===== config.mk =====
export PLATFORM = sky130hd
export DESIGN_NAME = vic_irq_arbiter
export DESIGN_NICKNAME = d
export VERILOG_FILES = /design/src/rtl/vic_irq_arbiter.sv
export SDC_FILE = /design/constraint.sdc
export NUM_CORES = 1
export LEC_CHECK = 0
export CAP_MARGIN = 20
export CORE_ASPECT_RATIO = 0.5
export CORE_UTILIZATION = 43
export CTS_BUF_LIST = sky130_fd_sc_hd__clkbuf_8
export DETAILED_ROUTE_END_ITERATION = 8
export PLACE_DENSITY = 0.87
export SLEW_MARGIN = 20
export SYNTH_ARGS = -nofsm -noshare
export SYNTH_HDL_FRONTEND = slang
export SYNTH_SLANG_ARGS = --single-unit
export TNS_END_PERCENT = 50

===== constraint.sdc =====
create_clock -name clk -period 2 [get_ports clk]
set_clock_uncertainty 0.2 [all_clocks]
set_input_delay 0.4 -clock clk [delete_from_list [all_inputs] [get_ports clk]]
set_output_delay 0.4 -clock clk [all_outputs]
set_load 0.005 [all_outputs]

===== src/rtl/vic_irq_arbiter.sv =====
// vic_irq_arbiter: edge-captured interrupt arbiter feeding the vector interrupt
// controller. Rising edges on i_irq_src set pending bits, the lowest-index
// unmasked pending source is granted with a one-cycle o_IRQ strobe, and the
// grant is held in service until i_reti.
// Optional feature: define VIC_NESTING_EN to allow a lower-index source to
// preempt the one in service, with up to STACK_DEPTH interrupted indices saved.
module vic_irq_arbiter #(
  parameter int unsigned N_SRC       = 8,
  parameter int unsigned STACK_DEPTH = 4
) (
  input  logic             clk,
  input  logic             rst,
  input  logic [N_SRC-1:0] i_irq_src,
  input  logic             i_mask_we,
  input  logic [N_SRC-1:0] i_mask_wdata,
  input  logic             i_reti,
  input  logic             i_lost_clr,
  output logic             o_IRQ,
  output logic [4:0]       o_ISR_addr,
  output logic             o_busy,
  output logic [N_SRC-1:0] o_pending,
  output logic [N_SRC-1:0] o_mask,
  output logic             o_lost
);

  typedef enum logic [1:0] {
    ST_IDLE    = 2'd0,
    ST_REQ     = 2'd1,
    ST_SERVICE = 2'd2
  } state_t;

  state_t           r_state;
  logic [N_SRC-1:0] r_src_q;
  logic [N_SRC-1:0] r_pending;
  logic [N_SRC-1:0] r_mask;
  logic             r_lost;
  logic             r_irq;
  logic             r_busy;
  logic [4:0]       r_isr_addr;

  logic [N_SRC-1:0] w_edge;
  logic [N_SRC-1:0] w_elig;
  logic [N_SRC-1:0] w_grant_vec;
  logic [N_SRC-1:0] w_loss;
  logic             w_any;
  logic [4:0]       w_win;
  logic             w_grant;
  logic             w_preempt;

  assign w_edge = i_irq_src & ~r_src_q;
  assign w_elig = r_pending & ~r_mask;

  // Lowest-index eligible source wins
  always_comb begin
    w_any = 1'b0;
    w_win = '0;
    for (int i = N_SRC - 1; i >= 0; i--) begin
      if (w_elig[i]) begin
        w_any = 1'b1;
        w_win = 5'(i);
      end
    end
  end

`ifdef VIC_NESTING_EN
  localparam int unsigned SP_W  = $clog2(STACK_DEPTH + 1);
  localparam int unsigned IDX_W = (STACK_DEPTH > 1) ? $clog2(STACK_DEPTH) : 1;

  logic [4:0]      r_stack [STACK_DEPTH];
  logic [SP_W-1:0] r_sp;
  logic            w_full;
  logic            w_empty;

  assign w_full  = (r_sp == SP_W'(STACK_DEPTH));
  assign w_empty = (r_sp == '0);
  // A return in the same cycle takes precedence over preemption
  assign w_preempt = (r_state == ST_SERVICE) && !i_reti && w_any &&
                     (w_win < r_isr_addr) && !w_full;

  // Save the interrupted index on preemption, restore it on return
  always_ff @(posedge clk or posedge rst) begin
    if (rst) begin
      r_sp <= '0;
      for (int i = 0; i < int'(STACK_DEPTH); i++) r_stack[i] <= '0;
    end else if (w_preempt) begin
      r_stack[IDX_W'(r_sp)] <= r_isr_addr;
      r_sp                  <= r_sp + SP_W'(1);
    end else if ((r_state == ST_SERVICE) && i_reti && !w_empty) begin
      r_sp <= r_sp - SP_W'(1);
    end
  end
`else
  assign w_preempt = 1'b0;
`endif

  assign w_grant     = ((r_state == ST_IDLE) && w_any) || w_preempt;
  assign w_grant_vec = w_grant ? (N_SRC'(1) << w_win) : '0;
  assign w_loss      = w_edge & r_pending & ~w_grant_vec;

  // Edge capture, pending bookkeeping, mask register and sticky loss flag
  always_ff @(posedge clk or posedge rst) begin
    if (rst) begin
      r_src_q   <= '0;
      r_pending <= '0;
      r_mask    <= '1;
      r_lost    <= 1'b0;
    end else begin
      r_src_q   <= i_irq_src;
      r_pending <= (r_pending & ~w_grant_vec) | w_edge;
      if (i_mask_we) r_mask <= i_mask_wdata;
      if (|w_loss)         r_lost <= 1'b1;
      else if (i_lost_clr) r_lost <= 1'b0;
    end
  end

  // Request/service state machine with registered strobe, busy and index
  always_ff @(posedge clk or posedge rst) begin
    if (rst) begin
      r_state    <= ST_IDLE;
      r_irq      <= 1'b0;
      r_busy     <= 1'b0;
      r_isr_addr <= '0;
    end else begin
      r_irq <= 1'b0;
      case (r_state)
        ST_IDLE: begin
          if (w_grant) begin
            r_state    <= ST_REQ;
            r_irq      <= 1'b1;
            r_busy     <= 1'b1;
            r_isr_addr <= w_win;
          end
        end
        ST_REQ: begin
          r_state <= ST_SERVICE;
        end
        ST_SERVICE: begin
          if (i_reti) begin
`ifdef VIC_NESTING_EN
            if (!w_empty) begin
              r_isr_addr <= r_stack[IDX_W'(r_sp - SP_W'(1))];
            end else begin
              r_state <= ST_IDLE;
              r_busy  <= 1'b0;
            end
`else
            r_state <= ST_IDLE;
            r_busy  <= 1'b0;
`endif
          end else if (w_preempt) begin
            r_state    <= ST_REQ;
            r_irq      <= 1'b1;
            r_isr_addr <= w_win;
          end
        end
        default: begin
          r_state <= ST_IDLE;
          r_busy  <= 1'b0;
        end
      endcase
    end
  end

  assign o_IRQ      = r_irq;
  assign o_ISR_addr = r_isr_addr;
  assign o_busy     = r_busy;
  assign o_pending  = r_pending;
  assign o_mask     = r_mask;
  assign o_lost     = r_lost;

endmodule


==> summary by stage, run 1 <==
Run status
The flow ran to the end, but the final reports show violations. The final reports fail on setup timing.

Critical path
The critical path goes through nand2b_4 -> o21ai_2 -> and3b_2 -> buf_6 -> o31ai_2 -> a22oi_1 -> or4_1. Together, buffers and inverters on the worst path number 1. The type of origin of the critical path is a flip-flop. The worst setup path is captured at a flip-flop.

The largest fanout on the critical path is 3. The worst setup path is of the reg2reg kind. The longest individual stage delay on the worst path is 540 ps.

The required time at the endpoint of the critical path is 1950 ps. The slowest stage of the critical path is the sky130_fd_sc_hd__dfstp_2 cell. The kind of cell adding the most delay to the critical path is simple AND/OR/NAND/NOR gates.

Data on the critical path arrives at its endpoint at 2170 ps.

Floorplanning
The initial utilization of the core area, before any placement, comes to 47.4%. The die covers 3710 sq um. In this run the standard cell core region covers 3140 sq um. The total number of placement rows is 14. The overall die width is 85.2 um. The boundary pin count is 45. The die boundary height is roughly 44 um.

Logic synthesis
After synthesis, the cell types taking the most area are sky130_fd_sc_hd__dfrtp_1 40%, sky130_fd_sc_hd__dfstp_2 14%, sky130_fd_sc_hd__o21ai_0 6.1%. The average cell area after synthesis is about 11 sq um. After synthesis, the largest area contributor takes up between 40% and 50% of total cell area. In this run, synthesis produced a sequential element count of 32. The biggest area consumer among synthesized cells is sky130_fd_sc_hd__dfrtp_1. The count of distinct cell types in the synthesized netlist is 40. The synthesized netlist occupies a cell area of 1490 sq um. The count of warnings emitted by yosys is 0. The synthesized instance count is 139. The sequential-to-total area share from yosys stat is 54.5%.

GRT
The overall overflow remaining after global route is 0. The number of global-route vias before repair is 1,358. The first global-routing pass estimated 6.36 mm of wire. Entering global routing, the biggest net connects 33 pins. In the global route stage, overall resource usage came out at 23.5%.

The number of antenna violations at the first check in global routing came to 0.

Detailed routing
The number of nets still failing antenna checks after routing is 0. The total detailed-routing wirelength is roughly 4.0 mm. The via count of the routed design is 1,324. The iteration-0 DRC count of the detailed router is 59.

The post-detailed-route via-to-cell ratio is around 5. The average routed wire per standard cell is 15.0 um. The first detailed-routing pass ran for 4 iterations. The total DRC errors in the routed layout is 0.

STA
Setup violations remaining at the end of the flow were counted as 3. The number of hold violations in the final report came to 0. Setup repair after global routing could not meet its margin everywhere. Dividing the final minimum period by the clock period gives 111%. The time the final worst path needs with I/O delays and setup is 2220 ps. The final worst-path setup slack is -224 ps.

The max-slew violation count was 0. The highest clock frequency the design can meet is ~0.45 GHz.

Clock network
The CTS sink count is 32. The number of buffers created by CTS is 5. The level count of the clock H-tree is 2.

Buffers inserted to repair hold after CTS numbered 0. The register clock-pin slew on the reported worst setup and hold paths is 70 ps. The CTS tree is built. The maximum clock insertion buffer count is 2. The clock latency on the worst-skew pair is about 280 ps. The cell at the root of the clock tree is sky130_fd_sc_hd__clkbuf_8.

Power and ir drop
In this run the power density over the cells is 1110 nW/um^2. The worst-case IR drop observed on VDD is 0.000514 V. The sum of internal, switching and leakage power is approximately 2.6 mW.

Summed over all cells, the static leakage comes to 1.09 nW.

Finish
In the final layout, flip-flops and latches occupy between 800 and 900 sq um. In the final layout, the multi-input gates occupy between 600 and 700 sq um. The library cells used most frequently in the layout, excluding fill and tap cells, are 34 x sky130_fd_sc_hd__clkdlybuf4s50_1, 34 x sky130_fd_sc_hd__buf_4, 24 x sky130_fd_sc_hd__dfrtp_1, 14 x sky130_fd_sc_hd__inv_1, 13 x sky130_fd_sc_hd__o21ai_0. The filler cells instantiated in the layout total 184. The number of nets in the layout is approximately 240. The total inserted antenna cells is 0. Compared with the post-synthesis result, the final layout area differs by 59.9%. The fraction of final layout cells with drive strength greater than 1 is 35.3%.

Min path
The class of the most critical hold timing path is reg2reg.

Placement
The placed wire-length estimate after detailed placement is 2.86 mm. The count of buffers added on input and output ports is 42. Timing analysis after detailed placement gives a worst setup slack of -233 ps.

The routability-driven placement congestion ratio is 0.908.

Run
The count of maximum capacitance violations is 0.
[final timing paths]
check,end,slack [ps],from,cells past startpoint
min in group asynchronous,o_pending[2],310,rst,3
worst min register to register,o_pending[5],250,r_src_q[5],1
worst max register to register,o_lost,-220,o_mask[5],7
worst max-delay path,o_lost,-220,o_mask[5],7
worst min-delay path,o_pending[5],250,r_src_q[5],1
max in group asynchronous,o_mask[4],960,rst,3
[sequential cells by signal, summed over array words and instances (netlist names)]
register    cells
o_IRQ           1
o_ISR_addr      3
o_busy          1
o_lost          1
o_mask          8
o_pending       8
r_src_q         8
r_state         2
[cell type report]
class | instances | share of cell area (%)
Sequential cell | 32 | 34.1
Timing Repair Buffer | 79 | 29.6
Multi-Input combinational cell | 93 | 28.5
Clock buffer | 6 | 3.47
Tap cell | 40 | 2.11
Inverter | 12 | 1.89
Clock inverter | 2 | 0.316
[repair_timing]
action,CTS,global route
setup buffers,4,0
endpoints found under the hold margin,0,0
pin swaps,6,0
gates cloned,0,0
resized for setup,13,7
endpoints found under the setup margin,9,8
[logic make-up (layout without fill, tap and decap cells)]
family | Yosys count | in the layout | synth area share (%)
AOI/OAI and AO/OA | 34 | 34 | 13.6
buffers and inverters | 15 | 99 | 4.29
DFF | 32 | 32 | 54.5
muxes | 8 | 8 | 5.98
other | 1 | 2 | 0.252
and+or+nand+nor | 49 | 49 | 21.3
[power by group]
part,internal (mW),switching (mW),total (mW)
combinational,0.694,0.517,1.21
sequential,0.805,0.114,0.919
clock,0.270,0.235,0.506
total,1.77,0.866,2.64
[synthesized netlist by cell type (all sizes together)]
master	number
mux2	7
nor2b	2
dfrtp	24
o221ai	1
a22oi	1
nand2	13
clkbuf	1
o211ai	1
buf	2
a31oi	1
o21ba	1
or4	2
a21boi	1
or3	2
o31ai	1
nand3	4
nand4	1
nand3b	3
a21oi	4
and3b	1
dfstp	8
inv	12
and2	3
a22o	1
nand2b	9
nor3b	3
o21ai	21
conb	1
nor3	1
mux2i	1
nor2	4
o31a	1
nor4	1
[worst register-to-register path: stages, from the launching register on]
cell,delay [ps]
sky130_fd_sc_hd__dfstp_2,540
sky130_fd_sc_hd__nand2b_4,130
sky130_fd_sc_hd__o21ai_2,50
sky130_fd_sc_hd__and3b_2,230
sky130_fd_sc_hd__buf_6,130
sky130_fd_sc_hd__o31ai_2,220
sky130_fd_sc_hd__a22oi_1,80
sky130_fd_sc_hd__or4_1,520
[metal layers]
layer / track usage [%] / share of wire [%] / vias up
met4: 7.80 / 1.6 / 0
met2: 39.4 / 45 / 38
met1: 30.1 / 47 / 631
met5: 0 / 0 / -
li1: - / - / 644
met3: 6.86 / 5.5 / 11
[through the flow]
stage                     utilization, %  setup TNS (ps)  instances  hold slack [ps]  cell area, sq um
after detailed placement            71.1            -251        252              251              2230
after CTS                           75.1            -223        264              252              2360
after global placement              71.1            -218        252              234              2230
after floorplan                        -            -173        140              215              1530
after global routing                75.8            -665        264              268              2380
final                               75.8            -259        264              254              2380
(Power assumes the default switching activity.)
==> run 2: changes to the inputs <==
--- a/config.mk
+++ b/config.mk
@@ -5,6 +5,7 @@
 export SDC_FILE = /design/constraint.sdc
 export NUM_CORES = 1
 export LEC_CHECK = 0
+export ABC_AREA = 1
 export CAP_MARGIN = 20
 export CORE_ASPECT_RATIO = 0.5
 export CORE_UTILIZATION = 43
==> run 2 against run 1 <==
  * The flow finishes with violations (DRC)
  * Cell count down 0.76%
  * Clock power decreased by 13%
  * Worst setup slack gained 290 ps
  * Synthesized cell count rose by 23%
  * Maximum frequency rose by 15%
  * Die area is 0.98% lower
  * Non-clock buffer count decreased by 34
  * First-iteration DRC count rose by 36%
  * Highest routed layer unchanged
==> summary by stage, run 2 <==
Logic synthesis
The post-synthesis instance area is 1470 sq um (-1.0%). The share of Yosys cell area claimed by the top area cell type is 40.8% (+0.41 points). The flop and latch count out of synthesis is 32 (unchanged). The fraction of synthesis flops using an asynchronous set or reset pin is 100% (unchanged). The commonest cells after synthesis are 52 x sky130_fd_sc_hd__nand2_1, 24 x sky130_fd_sc_hd__dfrtp_1, 23 x sky130_fd_sc_hd__inv_1. The synthesized instance count was 171 (+23%). The count of warnings emitted by yosys is 0 (unchanged). The biggest area consumer among synthesized cells is sky130_fd_sc_hd__dfrtp_1. The cell with the most instances after synthesis is sky130_fd_sc_hd__nand2_1. Ranked by total cell area, the synthesized netlist is headed by sky130_fd_sc_hd__dfrtp_1 41%, sky130_fd_sc_hd__dfstp_2 14%, sky130_fd_sc_hd__nand2_1 13%. The average cell area after synthesis is 8.60 sq um (-20%). In the synthesized netlist the dominant register cell turns out to be sky130_fd_sc_hd__dfrtp_1.

The number of enable flip-flop cells after synthesis is 0 (unchanged). The sequential-to-total area share from yosys stat is 55.1% (+0.56 points). The count of distinct cell types in the synthesized netlist is 25 (-38%).

Finish
The post-layout instance area is 2030 sq um (-15%). The total inserted antenna cells is 0 (unchanged). The number of filler instances in the final layout is 242 (+32%). The fraction of final layout cells with drive strength greater than 1 is 17.6% (-18 points). In the layout the commonest cells are 52 x sky130_fd_sc_hd__nand2_1, 42 x sky130_fd_sc_hd__clkdlybuf4s50_1, 26 x sky130_fd_sc_hd__inv_1, 24 x sky130_fd_sc_hd__dfrtp_1, 10 x sky130_fd_sc_hd__o21ai_0. From synthesis to final layout, the design area changed by 37.9%. The number of nets in the layout came to 242 (-0.82%).

The library cell used most frequently in the layout, excluding fill and tap cells, is sky130_fd_sc_hd__nand2_1.

Power and ir drop
The power per cell area is 1040 nW/um^2 (-5.8%). The static leakage is 1.01 nW (-7.3%). The peak supply drop is 0.000351 V (-32%).

Placement
The placed wire-length estimate after detailed placement is 2.34 mm (-18%). The total of buffers placed on input and output ports was 42 (unchanged). The post-place instance area is 1940 sq um (-13%). The routability-driven placement congestion ratio is 0.862 (-5.1%).

STA
Setup repair after global routing left no endpoint under its margin. The max-slew violation count is 0 (unchanged). The final number of setup-violating endpoints is 0 (-3). The highest clock frequency the design can meet came to 0.516 GHz (+15%).

The aggregate negative setup slack came to 0 ps (+259 ps). The post-route clock period utilization was 96.8% (-14 points). The time the final worst path needs with I/O delays and setup is 1940 ps (-287 ps). The number of hold violations in the final report is 0 (unchanged).

Critical path
The kind of cell with the highest combined delay along the critical path is flip-flops. The longest individual stage delay on the worst path is 560 ps (+20 ps). The largest fanout on the critical path came to 4 (+1).

The worst setup path is captured at a primary output. The slowest stage of the critical path is the sky130_fd_sc_hd__dfstp_2 cell. The buffers plus inverters on the worst setup path came to 1 (unchanged). The number of cell instances on the worst register-to-register path came to 11 (+4). The critical path goes through clkdlybuf4s50_1. The slack of the worst reg-to-reg path was 130 ps (+350 ps).

The required time at the endpoint of the critical path is 1400 ps (-550 ps). The critical path depth is 1 (-6). The worst setup path is launched from a flip-flop. The worst path arrival time is 1340 ps (-830 ps). The critical path is of the reg2out type.

Floorplanning
The boundary pin count came to 45 (unchanged). The total number of placement rows came to 14 (unchanged). The overall die width is 84.7 um (-0.50%).

The core region area is 3140 sq um (unchanged). The die outline area is 3670 sq um (-0.98%). The initial core utilization is 46.9% (-0.48 points). The die boundary height is 43.4 um (-0.48%).

Detailed routing
The via count of the routed design is 1,229 (-7.2%). The total DRC errors in the routed layout came to 3 (+3). The number of nets still failing antenna checks after routing is 0 (unchanged).

The iteration-0 DRC count of the detailed router is 80 (+36%). The total detailed-routing wirelength is 2.95 mm (-25%). The length of the first detailed-routing pass in iterations is 6 (+2). The post-detailed-route via-to-cell ratio was 4.69 (-6.5%). The average routed wire per standard cell is 11.3 um (-25%).

Clock network
The register clock-pin slew on the reported worst setup and hold paths is 60 ps (about the same). TritonCTS built the clock tree. The number of buffers created by CTS came to 5 (unchanged).

The clock latency on the worst-skew pair is 270 ps (about the same). The level count of the clock H-tree was 2 (unchanged). The CTS sink count came to 32 (unchanged). The number of buffers inserted by hold repair at cts is 0 (unchanged). The maximum clock insertion buffer count is 2 (unchanged). The number of gates resized after cts came to 0 (-13). The tree is rooted in a sky130_fd_sc_hd__clkbuf_8. The buffers inserted during post-CTS setup optimization is 0 (-4).

Min path
The tightest min-delay check is of the reg2reg type. The number of cells on the worst hold path was 1 (unchanged).

GRT
The number of global-route vias before repair came to 1,130 (-17%). The number of antenna violations at the first check in global routing was 0 (unchanged). The overall overflow remaining after global route is 0 (unchanged). The wire length of the first global-routing pass is 4.97 mm (-22%).

The overall global routing resource usage is 17.9% (-5.6 points). The pin count of the biggest net entering global routing came to 33 (unchanged).

Run status
The run finished, with violations left. The checks that failed: DRC.

Run
The count of maximum capacitance violations came to 0 (unchanged).
[run 2: cell types whose count changed in the layout (fill, tap and decap cells not counted), sizes merged, moves of 3 or more]
cell           previous run  this run
inv                      14        32
nand3                     4         7
nand2b                    9         0
dlygate4sd2               7         0
buf                      37         3
clkdlybuf4s50            34        42
nand4                     1         4
nand2                    13        60
nor2                      4        12
o21ai                    21        15
mux2                      7         1
[run 2: per-layer routing]
metal	part of all wire (%)	routed length, um	GRT usage (%)
met1	47	1380	24.1
met2	45	1330	28.3
met3	7.4	219	5.71
met4	0.92	27	5.76
met5	0	0	0
[run 2: report_power, final]
part           total [mW]  switching [mW]  internal, mW
Combinational       0.778           0.398         0.381
Clock               0.438           0.207         0.231
Sequential          0.904           0.107         0.797
[run 2: final timing paths]
kind,from,endpoint
worst min register to register,r_src_q[3],o_pending[3]
min in group asynchronous,rst,r_src_q[7]
max in group asynchronous,rst,o_mask[0]
worst min-delay path,r_src_q[3],o_pending[3]
worst max register to register,o_mask[4],o_lost
worst max-delay path,o_mask[7],o_mask[7]
[run 2: logic make-up after synthesis]
kind of cell	Yosys count	synth area share, %
AO/OA/AOI/OAI	17	6.55
buffers and inverters	32	8.67
flip-flops	32	55.1
multiplexers	1	0.765
other	1	0.255
AND/OR/NAND/NOR	88	28.7
[run 2: worst register-to-register path: stages (launching register included)]
cell	delay (ps)
sky130_fd_sc_hd__dfstp_2	530
sky130_fd_sc_hd__inv_1	50
sky130_fd_sc_hd__nand2_1	80
sky130_fd_sc_hd__nand2_1	80
sky130_fd_sc_hd__inv_2	70
sky130_fd_sc_hd__nand2_1	70
sky130_fd_sc_hd__a21oi_2	210
sky130_fd_sc_hd__nand4_1	160
sky130_fd_sc_hd__nand2_1	100
sky130_fd_sc_hd__nand3_1	80
sky130_fd_sc_hd__nor2_1	90
sky130_fd_sc_hd__nand2_1	50
[run 2: stage by stage]
step                      instances  total power, mW  hold WS (ps)  setup WS (ps)  utilization, %
after detailed placement        253             1.69           232            138            61.9
after CTS                       261             2.14           237           47.6            64.5
after global routing            262             2.27           263           18.5            64.7
after global placement          253             1.67           221            161            61.9
final                           262             2.12           242           63.3            64.7
after floorplan                 172             1.34           216            302               -
[run 2: final cells by class]
type | instances | area (sq um) | area share, %
sequential | 32 | 811 | 40.0
multi-input combinational | 108 | 537 | 26.4
tap | 40 | 50.0 | 2.47
inverter | 29 | 109 | 5.36
clock buffer | 5 | 68.8 | 3.39
clock inverter | 3 | 11.3 | 0.555
timing repair buffer | 45 | 443 | 21.8
==> run 3: changes to the inputs <==
--- a/config.mk
+++ b/config.mk
@@ -12,7 +12,6 @@
 export CTS_BUF_LIST = sky130_fd_sc_hd__clkbuf_8
 export DETAILED_ROUTE_END_ITERATION = 8
 export PLACE_DENSITY = 0.87
-export SLEW_MARGIN = 20
 export SYNTH_ARGS = -nofsm -noshare
 export SYNTH_HDL_FRONTEND = slang
 export SYNTH_SLANG_ARGS = --single-unit
==> results of run 3 <==
No change in the layout: final DEF, timing and power equal those of run 2.
